--- src/rtl/router_pkg.sv ---
// Shared types for the router output-port arbitration logic.
package router_pkg;

    localparam int NUM_PORTS = 4;

    typedef logic [1:0] prio_t;
    typedef logic [1:0] port_id_t;
    typedef logic [3:0] burst_cnt_t;

    typedef enum logic {
        ARB_IDLE,
        ARB_GRANT
    } arb_state_e;

endpackage

--- src/rtl/port_arbiter_if.sv ---
// Request/grant bundle between the input FIFOs, the output-port mux and the arbiter.
interface port_arbiter_if;

    logic [2*router_pkg::NUM_PORTS-1:0] prio_val;
    logic                               prio_wr;
    logic [router_pkg::NUM_PORTS-1:0]   req;
    logic                               dst_rdy;
    logic [router_pkg::NUM_PORTS-1:0]   gnt;
    logic                               gnt_vld;
    router_pkg::port_id_t               gnt_id;
    logic                               beat;

    // Requester/configuration side.
    modport master (
        output prio_val, prio_wr, req, dst_rdy,
        input  gnt, gnt_vld, gnt_id, beat
    );

    // Arbiter side.
    modport slave (
        input  prio_val, prio_wr, req, dst_rdy,
        output gnt, gnt_vld, gnt_id, beat
    );

endinterface

--- src/rtl/arb_pick.sv ---
// Combinational winner selection: highest priority first, round-robin among ties.
module arb_pick
    import router_pkg::*;
(
    input  logic [NUM_PORTS-1:0] req,
    input  prio_t                prio [NUM_PORTS],
    input  port_id_t             last_id,
    output logic                 pick_vld,
    output port_id_t             pick_id
);

    prio_t    max_prio;
    port_id_t idx;

    // Highest priority value among the active requests.
    always_comb begin
        // NOTE: every combinational output gets a default before any branch,
        // otherwise a path that skips the assignment infers a latch.
        max_prio = '0;
        for (int i = 0; i < NUM_PORTS; i++) begin
            if (req[i] && (prio[i] > max_prio)) begin
                max_prio = prio[i];
            end
        end
    end

    // First max-priority requester found scanning upward from last_id+1.
    always_comb begin
        pick_vld = 1'b0;
        pick_id  = last_id;
        idx      = last_id;
        for (int k = 1; k <= NUM_PORTS; k++) begin
            idx = last_id + port_id_t'(k);
            if (!pick_vld && req[idx] && (prio[idx] == max_prio)) begin
                pick_vld = 1'b1;
                pick_id  = idx;
            end
        end
    end

endmodule

--- src/rtl/port_arbiter.sv ---
// Priority-weighted round-robin arbiter for one router output port with bounded bursts.
module port_arbiter
    import router_pkg::*;
#(
    parameter int NUM_REQ   = 4,
    parameter int MAX_BURST = 4
) (
    input  logic          clk,
    input  logic          reset,
    port_arbiter_if.slave bus
);

    localparam burst_cnt_t           BURST_LIMIT = burst_cnt_t'(MAX_BURST);
    localparam logic [NUM_REQ-1:0]   GNT_BASE    = NUM_REQ'(1);

    arb_state_e           state_q,   state_d;
    logic [NUM_REQ-1:0]   gnt_q,     gnt_d;
    port_id_t             gnt_id_q,  gnt_id_d;
    port_id_t             last_id_q, last_id_d;
    burst_cnt_t           cnt_q,     cnt_d;
    logic [7:0]           prio_q,    prio_d;

    prio_t                prio_arr [NUM_PORTS];
    logic                 pick_vld;
    port_id_t             pick_id;
    logic                 gnt_vld;
    logic                 owner_req;
    logic                 beat;
    logic                 last_beat;
    burst_cnt_t           cnt_inc;

    // Split the registered priority word into per-requester fields.
    always_comb begin
        for (int i = 0; i < NUM_PORTS; i++) begin
            prio_arr[i] = prio_q[2*i +: 2];
        end
    end

    // One picker serves both the IDLE grant and the release re-grant; a
    // requester that dropped req is excluded simply by its req being low.
    arb_pick u_pick (
        .req      (bus.req),
        .prio     (prio_arr),
        .last_id  (last_id_q),
        .pick_vld (pick_vld),
        .pick_id  (pick_id)
    );

    // Transfer strobe and burst-end detection.
    always_comb begin
        gnt_vld   = |gnt_q;
        owner_req = bus.req[gnt_id_q];
        beat      = gnt_vld && owner_req && bus.dst_rdy;
        cnt_inc   = cnt_q + burst_cnt_t'(1);
        last_beat = beat && (cnt_inc == BURST_LIMIT);
    end

    // Priority register load; arbitration only ever sees the registered copy.
    always_comb begin
        prio_d = bus.prio_wr ? bus.prio_val : prio_q;
    end

    // Next-state logic: grant on request in IDLE, count beats and re-arbitrate in GRANT.
    always_comb begin
        state_d   = state_q;
        gnt_d     = gnt_q;
        gnt_id_d  = gnt_id_q;
        last_id_d = last_id_q;
        cnt_d     = cnt_q;

        case (state_q)
            ARB_IDLE: begin
                if (pick_vld) begin
                    gnt_d     = GNT_BASE << pick_id;
                    gnt_id_d  = pick_id;
                    last_id_d = pick_id;
                    cnt_d     = '0;
                    state_d   = ARB_GRANT;
                end
            end
            ARB_GRANT: begin
                if (!owner_req || last_beat) begin
                    cnt_d = '0;
                    if (pick_vld) begin
                        // Back-to-back hand-over, possibly to the same owner.
                        gnt_d     = GNT_BASE << pick_id;
                        gnt_id_d  = pick_id;
                        last_id_d = pick_id;
                    end else begin
                        gnt_d   = '0;
                        state_d = ARB_IDLE;
                    end
                end else if (beat) begin
                    cnt_d = cnt_inc;
                end
            end
            default: begin
                state_d = ARB_IDLE;
            end
        endcase
    end

    // State registers with asynchronous active-low reset.
    always_ff @(posedge clk or negedge reset) begin
        if (!reset) begin
            // NOTE: sequential state uses non-blocking assignments so every flop
            // samples pre-edge values regardless of statement order.
            state_q   <= ARB_IDLE;
            gnt_q     <= '0;
            gnt_id_q  <= '0;
            last_id_q <= port_id_t'(NUM_PORTS - 1);
            cnt_q     <= '0;
            prio_q    <= '0;
        end else begin
            state_q   <= state_d;
            gnt_q     <= gnt_d;
            gnt_id_q  <= gnt_id_d;
            last_id_q <= last_id_d;
            cnt_q     <= cnt_d;
            prio_q    <= prio_d;
        end
    end

    assign bus.gnt     = gnt_q;
    assign bus.gnt_vld = gnt_vld;
    assign bus.gnt_id  = gnt_id_q;
    assign bus.beat    = beat;

endmodule
--- src/flat_wrapper.sv ---
// flat-port wrapper written by rule: the top's interface ports become plain ports
module port_arbiter_flat import router_pkg::*;
#(
    parameter int NUM_REQ   = 4,
    parameter int MAX_BURST = 4
)
  (clk, reset, bus_prio_val, bus_prio_wr, bus_req, bus_dst_rdy, bus_gnt, bus_gnt_vld, bus_gnt_id, bus_beat);
  port_arbiter_if bus_i ();
  input  logic clk;
  input  logic reset;
  input wire logic [$bits(bus_i.prio_val)-1:0] bus_prio_val;
  input wire logic [$bits(bus_i.prio_wr)-1:0] bus_prio_wr;
  input wire logic [$bits(bus_i.req)-1:0] bus_req;
  input wire logic [$bits(bus_i.dst_rdy)-1:0] bus_dst_rdy;
  output wire logic [$bits(bus_i.gnt)-1:0] bus_gnt;
  output wire logic [$bits(bus_i.gnt_vld)-1:0] bus_gnt_vld;
  output wire logic [$bits(bus_i.gnt_id)-1:0] bus_gnt_id;
  output wire logic [$bits(bus_i.beat)-1:0] bus_beat;
  assign bus_i.prio_val = bus_prio_val;
  assign bus_i.prio_wr = bus_prio_wr;
  assign bus_i.req = bus_req;
  assign bus_i.dst_rdy = bus_dst_rdy;
  assign bus_gnt = bus_i.gnt;
  assign bus_gnt_vld = bus_i.gnt_vld;
  assign bus_gnt_id = bus_i.gnt_id;
  assign bus_beat = bus_i.beat;
  port_arbiter #(.NUM_REQ(NUM_REQ), .MAX_BURST(MAX_BURST)) u_core (.clk(clk), .reset(reset), .bus(bus_i));
endmodule
--- config.mk ---
export PLATFORM = sky130hd
export DESIGN_NAME = port_arbiter_flat
export DESIGN_NICKNAME = d
export VERILOG_FILES = /design/src/rtl/router_pkg.sv /design/src/rtl/port_arbiter_if.sv /design/src/rtl/arb_pick.sv /design/src/rtl/port_arbiter.sv /design/src/flat_wrapper.sv
export SDC_FILE = /design/constraint.sdc
export NUM_CORES = 1
export LEC_CHECK = 0
export ABC_AREA = 1
export CAP_MARGIN = 20
export CORE_ASPECT_RATIO = 1.75
export CORE_MARGIN = 4
export CORE_UTILIZATION = 57
export DETAILED_ROUTE_END_ITERATION = 12
export DONT_BUFFER_PORTS = 1
export PLACE_DENSITY = 0.7
export SLEW_MARGIN = 15
export SYNTH_ARGS = -nofsm -noshare
export SYNTH_HDL_FRONTEND = slang
export SYNTH_HIERARCHICAL = 1
export SYNTH_SLANG_ARGS = --single-unit
--- constraint.sdc ---
create_clock -name clk -period 9.27 [get_ports clk]
set_clock_uncertainty 0.05 [all_clocks]
set_input_delay 1.854 -clock clk [delete_from_list [all_inputs] [get_ports clk]]
set_output_delay 1.854 -clock clk [all_outputs]
set_load 0.02 [all_outputs]
## Word level (Yosys, flattened, before mapping)

Index checks and enable logic that the tools add are counted.

| word-level totals | value |
|---|---|
| register bits after elaboration | 21 |
| latch bits | 0 |
| RAM bits | 0 |
| bits in read-only memories | 0 |
| bits of input ports | 16 |
| output and inout bits | 8 |
| memories kept | 0 |

| operators by class | value |
|---|---|
| $add $sub $neg | 4 |
| multipliers | 0 |
| divide/modulo/power cells | 0 |
| order comparisons | 13 |
| eq/ne operators | 8 |
| shifts and indexed selects | 1 |
| muxes and demuxes | 51 |
| bitwise logic cells | 5 |
| reductions and logical operators | 22 |

Operators by type and width:

| cell | count |
|---|---|
| 2-to-1 mux 2 bit | 20 |
| 2-to-1 mux 4 bit | 6 |
| binary-select mux 2 bit (select 2 bit) | 4 |
| case mux 4 bit (2 select lines) | 2 |
| < comparator 2 x 3 -> 1 bit (second input constant) | 5 |
| logical AND 1 bit | 14 |
| greater-or-equal comparator 3 bit (second input constant) | 4 |
| NOT 2 -> 3 bit | 4 |
| 2-to-1 mux 1 bit | 11 |
| binary-select mux 1 bit (select 2 bit) | 5 |
| equality test 2 bit | 4 |
| case mux 2 bit (2 select lines) | 2 |
| > comparator 2 bit | 3 |
| adder 2 bit (second input constant) | 2 |
| adder 4 x 1 -> 4 bit (second input constant) | 1 |
| equality test 4 x 3 -> 1 bit (second input constant) | 1 |
| logical NOT 1 bit | 4 |
| AND reduction 2 bit | 2 |
| OR reduction 4 bit | 1 |
| << shifter 1 x 2 -> 4 bit (first input constant) | 1 |
| != test 3 bit (second input constant) | 1 |
| adder 2 x 1 -> 2 bit (second input constant) | 1 |
| > comparator 2 x 1 -> 1 bit (second input constant) | 1 |
| != test 2 x 1 -> 1 bit (second input constant) | 1 |
| other kinds (4) | 4 |

## Depth between registers and ports, before layout

| depth | value |
|---|---|
| depth after elaboration | 31 |
| depth in mapped cells | 39 |
| mapped depth without buffers | 39 |

## Modules after synthesis

The synthesis kept the hierarchy.

Modules (own cells, without submodules):

| module | instances | cells an instance | area each (µm²) | seq. area each (µm²) |
|---|---|---|---|---|
| port_arbiter | 1 | 121 | 1063.5 | 528.0 |
| arb_pick | 1 | 172 | 910.9 | 0.0 |

## Worst setup path after synthesis

No wires, ideal clock.

| timing | value |
|---|---|
| path type | input-to-reg |
| start | input bus_req[0] |
| end | register u_core.cnt_q[0] |
| data arrival time | 5.338 ns |
| required time | 9.155 ns |
| slack | 3.817 ns |
| stages | 34 |
| path buffers | 0 |
| path through | nand3_1 > ha_1 > nand2_1 > nand2_2 > nand2_1 > nand2_1 > and2_1 > ha_1 > nand2_1 > nand3_1 > inv_1 > nand2_1 > nand2_1 > inv_1 > ha_1 > nand2_1 > nand2_1 > nor2_1 > inv_1 > nand3_2 > nand2_2 > nand2_1 > nand2_1 > clkinv_1 > nand2_2 > nand2_4 > inv_4 > nand2_4 > nand3_1 > nor2_1 > inv_2 > nand2_1 > nand2_1 > nand2_1 |

| between the ends | value |
|---|---|
| longest elaborated chain between the ends | 28 |

RTL lines:

| element | RTL line | RTL |
|---|---|---|
| start: declaration | flat_wrapper.sv:13 | `input wire logic [$bits(bus_i.req)-1:0] bus_req;` |
| logical AND 1 bit | arb_pick.sv:21 | `if (req[i] && (prio[i] > max_prio)) begin` |
| 2-to-1 mux 2 bit | arb_pick.sv:21 |  |
| > comparator 2 bit | arb_pick.sv:21 |  |
| logical AND 1 bit | arb_pick.sv:21 |  |
| 2-to-1 mux 2 bit | arb_pick.sv:21 |  |
| > comparator 2 bit | arb_pick.sv:21 |  |
| logical AND 1 bit | arb_pick.sv:21 |  |
| 2-to-1 mux 2 bit | arb_pick.sv:21 |  |
| [11 not listed] | - |  |
| logical AND 1 bit (2 in series) | arb_pick.sv:34 | `if (!pick_vld && req[idx] && (prio[idx] == max_prio)) begin` |
| 2-to-1 mux 1 bit | arb_pick.sv:34 |  |
| logical NOT 1 bit | arb_pick.sv:34 |  |
| logical AND 1 bit (2 in series) | arb_pick.sv:34 |  |
| 2-to-1 mux 1 bit (*) | arb_pick.sv:34 |  |
| named net u_core.pick_vld | port_arbiter.sv:24 | `logic pick_vld;` |
| != test 2 x 1 -> 1 bit (no line) (*) | - |  |
| AND reduction 2 bit (no line) (*) | - |  |
| end signal: assignment | port_arbiter.sv:119 | `cnt_q <= cnt_d;` |
| end: declaration | port_arbiter.sv:20 | `burst_cnt_t cnt_q, cnt_d;` |

Mark *: on every way through the listed nets, which the timed path passes. The rest lies on a longest branch. The select of a mux whose other input is x is not followed.
A chain may end at the register's enable or synchronous reset.

## Final worst setup path

Ends and elaborated chain as after synthesis.

==> results.md <==
- GRT Util Overall: 0.217
- Slowest cell on crit path: ha_1
- Clock slew at reported path FFs: 70 ps
- Std-Cell Rows: 28
- PwrDens: 353 nW/um2
- DR WL/cell: 12.6 um
- Distinct cell type count after synthesis: 34
- Worst skew pair latency: 250 ps
- HP Class: reg -> reg
- Tcrit/Tclk final: 0.618
- Chip Width: 52.5 um
- Area grow syn2layout: 2.41%
- Slew headroom: 0.648
- Detail Route Antenna Nets: 0
- Crit path max fanout: 6
- Worst setup path start: bus_req[0]
- Reg-to-Reg Start: u_core/prio_q[1]
- Mapped Cells: 293
- Worst reg2reg setup slack: 4570 ps
- Unrepaired setup endpoints after global routing: no
- Drt pass-1 iters: 4
- Delay of the slowest critical-path stage: 310 ps
- Cts repair resizes: 0
- R2R depth: 36
- Layout cells sized above 1: 0.165
- Final wirelength: 4240 um
- Die height: 85.9 um
- Sw frac: 0.555
- Min Tclk post-route: 5730 ps
- DR iter-0 viols: 33
- I/O pin count: 24
- Status: complete, no violations
- Core area: 3360 um2
- Synthesized Nets: 316
- Inserted Diodes: 0
- Vias in the first global route: 1,795
- Final #Nets: 315
- Max Slew Vio Count: 0
- Fin. Hold Viols: 0
- Clock group share of total power: 0.082
- Post-synthesis sequential area ratio: 0.267
- IO Port Bufs: 0
- YS warnings: 6
- Starting Density: 0.587
- VDD IR max: 0.000314 V
- P_leak: 1.05 nW
- Psw: 0.000396 W
- Seq cells post-synth: 21
- Fmax: 0.175 GHz
- Flop pwr share: 0.238
- Post-DP HPWL: 3470 um
- Worst-margin pin slew: 528 ps
- Via count: 1,777
- Clock tree sinks: 21
- # DRC: 0
- # H-tree levels: 1
- Placed Cells: 332
- Antenna violations before repair: 0
- Worst hold slack: 482 ps
- Fin util: 0.601
- Final Wtd Congestion: 0.846
- Filler cells: 344
- Setup_tns: 0 ps
- CTS tree: built
- Endpoint class of the critical path: flip-flop
- Root buffer cell: clkbuf_8
- FF-to-FF End: u_core/cnt_q[0]
- Total CTS buffers: 3
- Final cell count without fillers: 336
- Die Area: 4510 um2
- Setup Fix Bufs, Post-CTS: 0
- Largest net degree at the start of global routing: 30
- Vias/cell: 5.29
- Global-route wire length before repair: 7560 um
- Critical path data required time: 9410 ps
- Cell-internal power: 0.000318 W
- Critical Path AT: 5870 ps
- Startpoint types: input pin
- Synthesized area per cell: 6.74 um2
- Max clock buf depth: 2
- Final-report setup violation count: 0
- Hold_buf cts: 0
- CP most frequent cell: nand2_1
- Number of max-cap violations: 0
- Mapped Area: 1970 um2
- CP endpoint: u_core/cnt_q[0]
- Critical path type: in -> reg
- Gate power share: 0.680
- GRT overflow: 0
## power groups by stage
stage               clock network (W)  logic (W)  registers, W
floorplan                           0   0.000445      0.000145
global placement                    0   0.000477      0.000171
detailed placement                  0   0.000483      0.000172
CTS                         0.0000607   0.000486      0.000170
global route                0.0000646   0.000563      0.000176
finish                      0.0000584   0.000485      0.000170
## critical path: cells and delay by family
family | cells | cell delay [ps]
AOI/OAI and AO/OA | 1 | 180
buffers and inverters | 7 | 540
adders and majority gates | 3 | 890
and+or+nand+nor | 24 | 2400
## layout by cell type (no fill, tap or decap), drive strengths merged
cell type	netlist	final
nand2	115	115
ha	7	7
nand4	1	1
nand3	35	35
nand3b	2	2
xnor2	1	1
inv	41	41
o21a	1	1
and2	1	1
xor2	2	2
dfstp	2	2
mux2	8	8
clkinv	1	1
o21ai	24	24
dfrtp	19	19
a21oi	5	5
a211oi	1	1
nor3	3	3
nor2	18	18
clkbuf	0	4
## layer usage
layer  vias to the layer above  global-route usage  wire length, um
li1                        923                   -                -
met1                       821               0.233             1600
met2                        29               0.416             2390
met3                         4              0.0261              185
met4                         0              0.0698               55
met5                         -                   0                0
## logic make-up after synthesis
logic type,after synthesis,share of synthesized area
AOI/OAI and AO/OA,31,0.0906
xor gates and xnor gates,3,0.0228
adders and majority gates,7,0.0444
buffers and inverters,48,0.108
DFF,21,0.267
muxes,8,0.0456
and+or+nand+nor,175,0.421
## flip-flops by register name, indices dropped and copies added, names as in the netlist
signal / flops
u_core/bus.gnt: 4
u_core/last_id_q: 2
u_core/bus.gnt_id: 2
u_core/prio_q: 8
u_core/cnt_q: 4
u_core/state_q: 1
## final cells by class
| cell class | instances | area [um2] | share of cell area |
|---|---|---|---|
| Clock buffer | 4 | 45.0 | 0.0223 |
| Inverter | 42 | 160 | 0.0792 |
| Multi-Input combinational cell | 224 | 1230 | 0.610 |
| Tap cell | 45 | 56.3 | 0.0278 |
| Sequential cell | 21 | 528 | 0.261 |
## how the worst min path moves through the flow
stage / to / cells past startpoint / start
floorplan: u_core/last_id_q[1] / 2 / u_core/last_id_q[1]
global placement: u_core/cnt_q[3] / 2 / u_core/cnt_q[3]
detailed placement: u_core/cnt_q[3] / 2 / u_core/cnt_q[3]
CTS: u_core/cnt_q[3] / 2 / u_core/cnt_q[3]
global route: u_core/cnt_q[3] / 2 / u_core/cnt_q[3]
finish: u_core/prio_q[6] / 1 / u_core/prio_q[6]
## metrics by stage
| stage | setup slack [ps] | area [um2] | power (W) |
|---|---|---|---|
| 3_3_place_gp | 3440 | 1980 | 0.000648 |
| 6_report | 3540 | 2020 | 0.000713 |
| 3_5_place_dp | 3330 | 1980 | 0.000655 |
| 4_1_cts | 3590 | 2020 | 0.000717 |
| 5_1_grt | 3170 | 2020 | 0.000804 |
| 2_1_floorplan | 3820 | 1970 | 0.000590 |
## synth_stat cells, drive strengths merged
cell / instances / share of area
nand3: 35 / 0.096
a211oi: 1 / 0.0038
nor2: 18 / 0.043
dfrtp: 19 / 0.24
clkinv: 1 / 0.0019
xor2: 2 / 0.0089
buf: 6 / 0.027
mux2: 8 / 0.046
nor3: 3 / 0.013
inv: 41 / 0.079
a21oi: 5 / 0.018
and2: 1 / 0.0032
nand2: 115 / 0.25
ha: 7 / 0.044
nand3b: 2 / 0.0076
o21ai: 24 / 0.065
nand4: 1 / 0.0032
xnor2: 1 / 0.014
dfstp: 2 / 0.027
o21a: 1 / 0.0038
No activity file was read; power rests on OpenSTA's default activity.
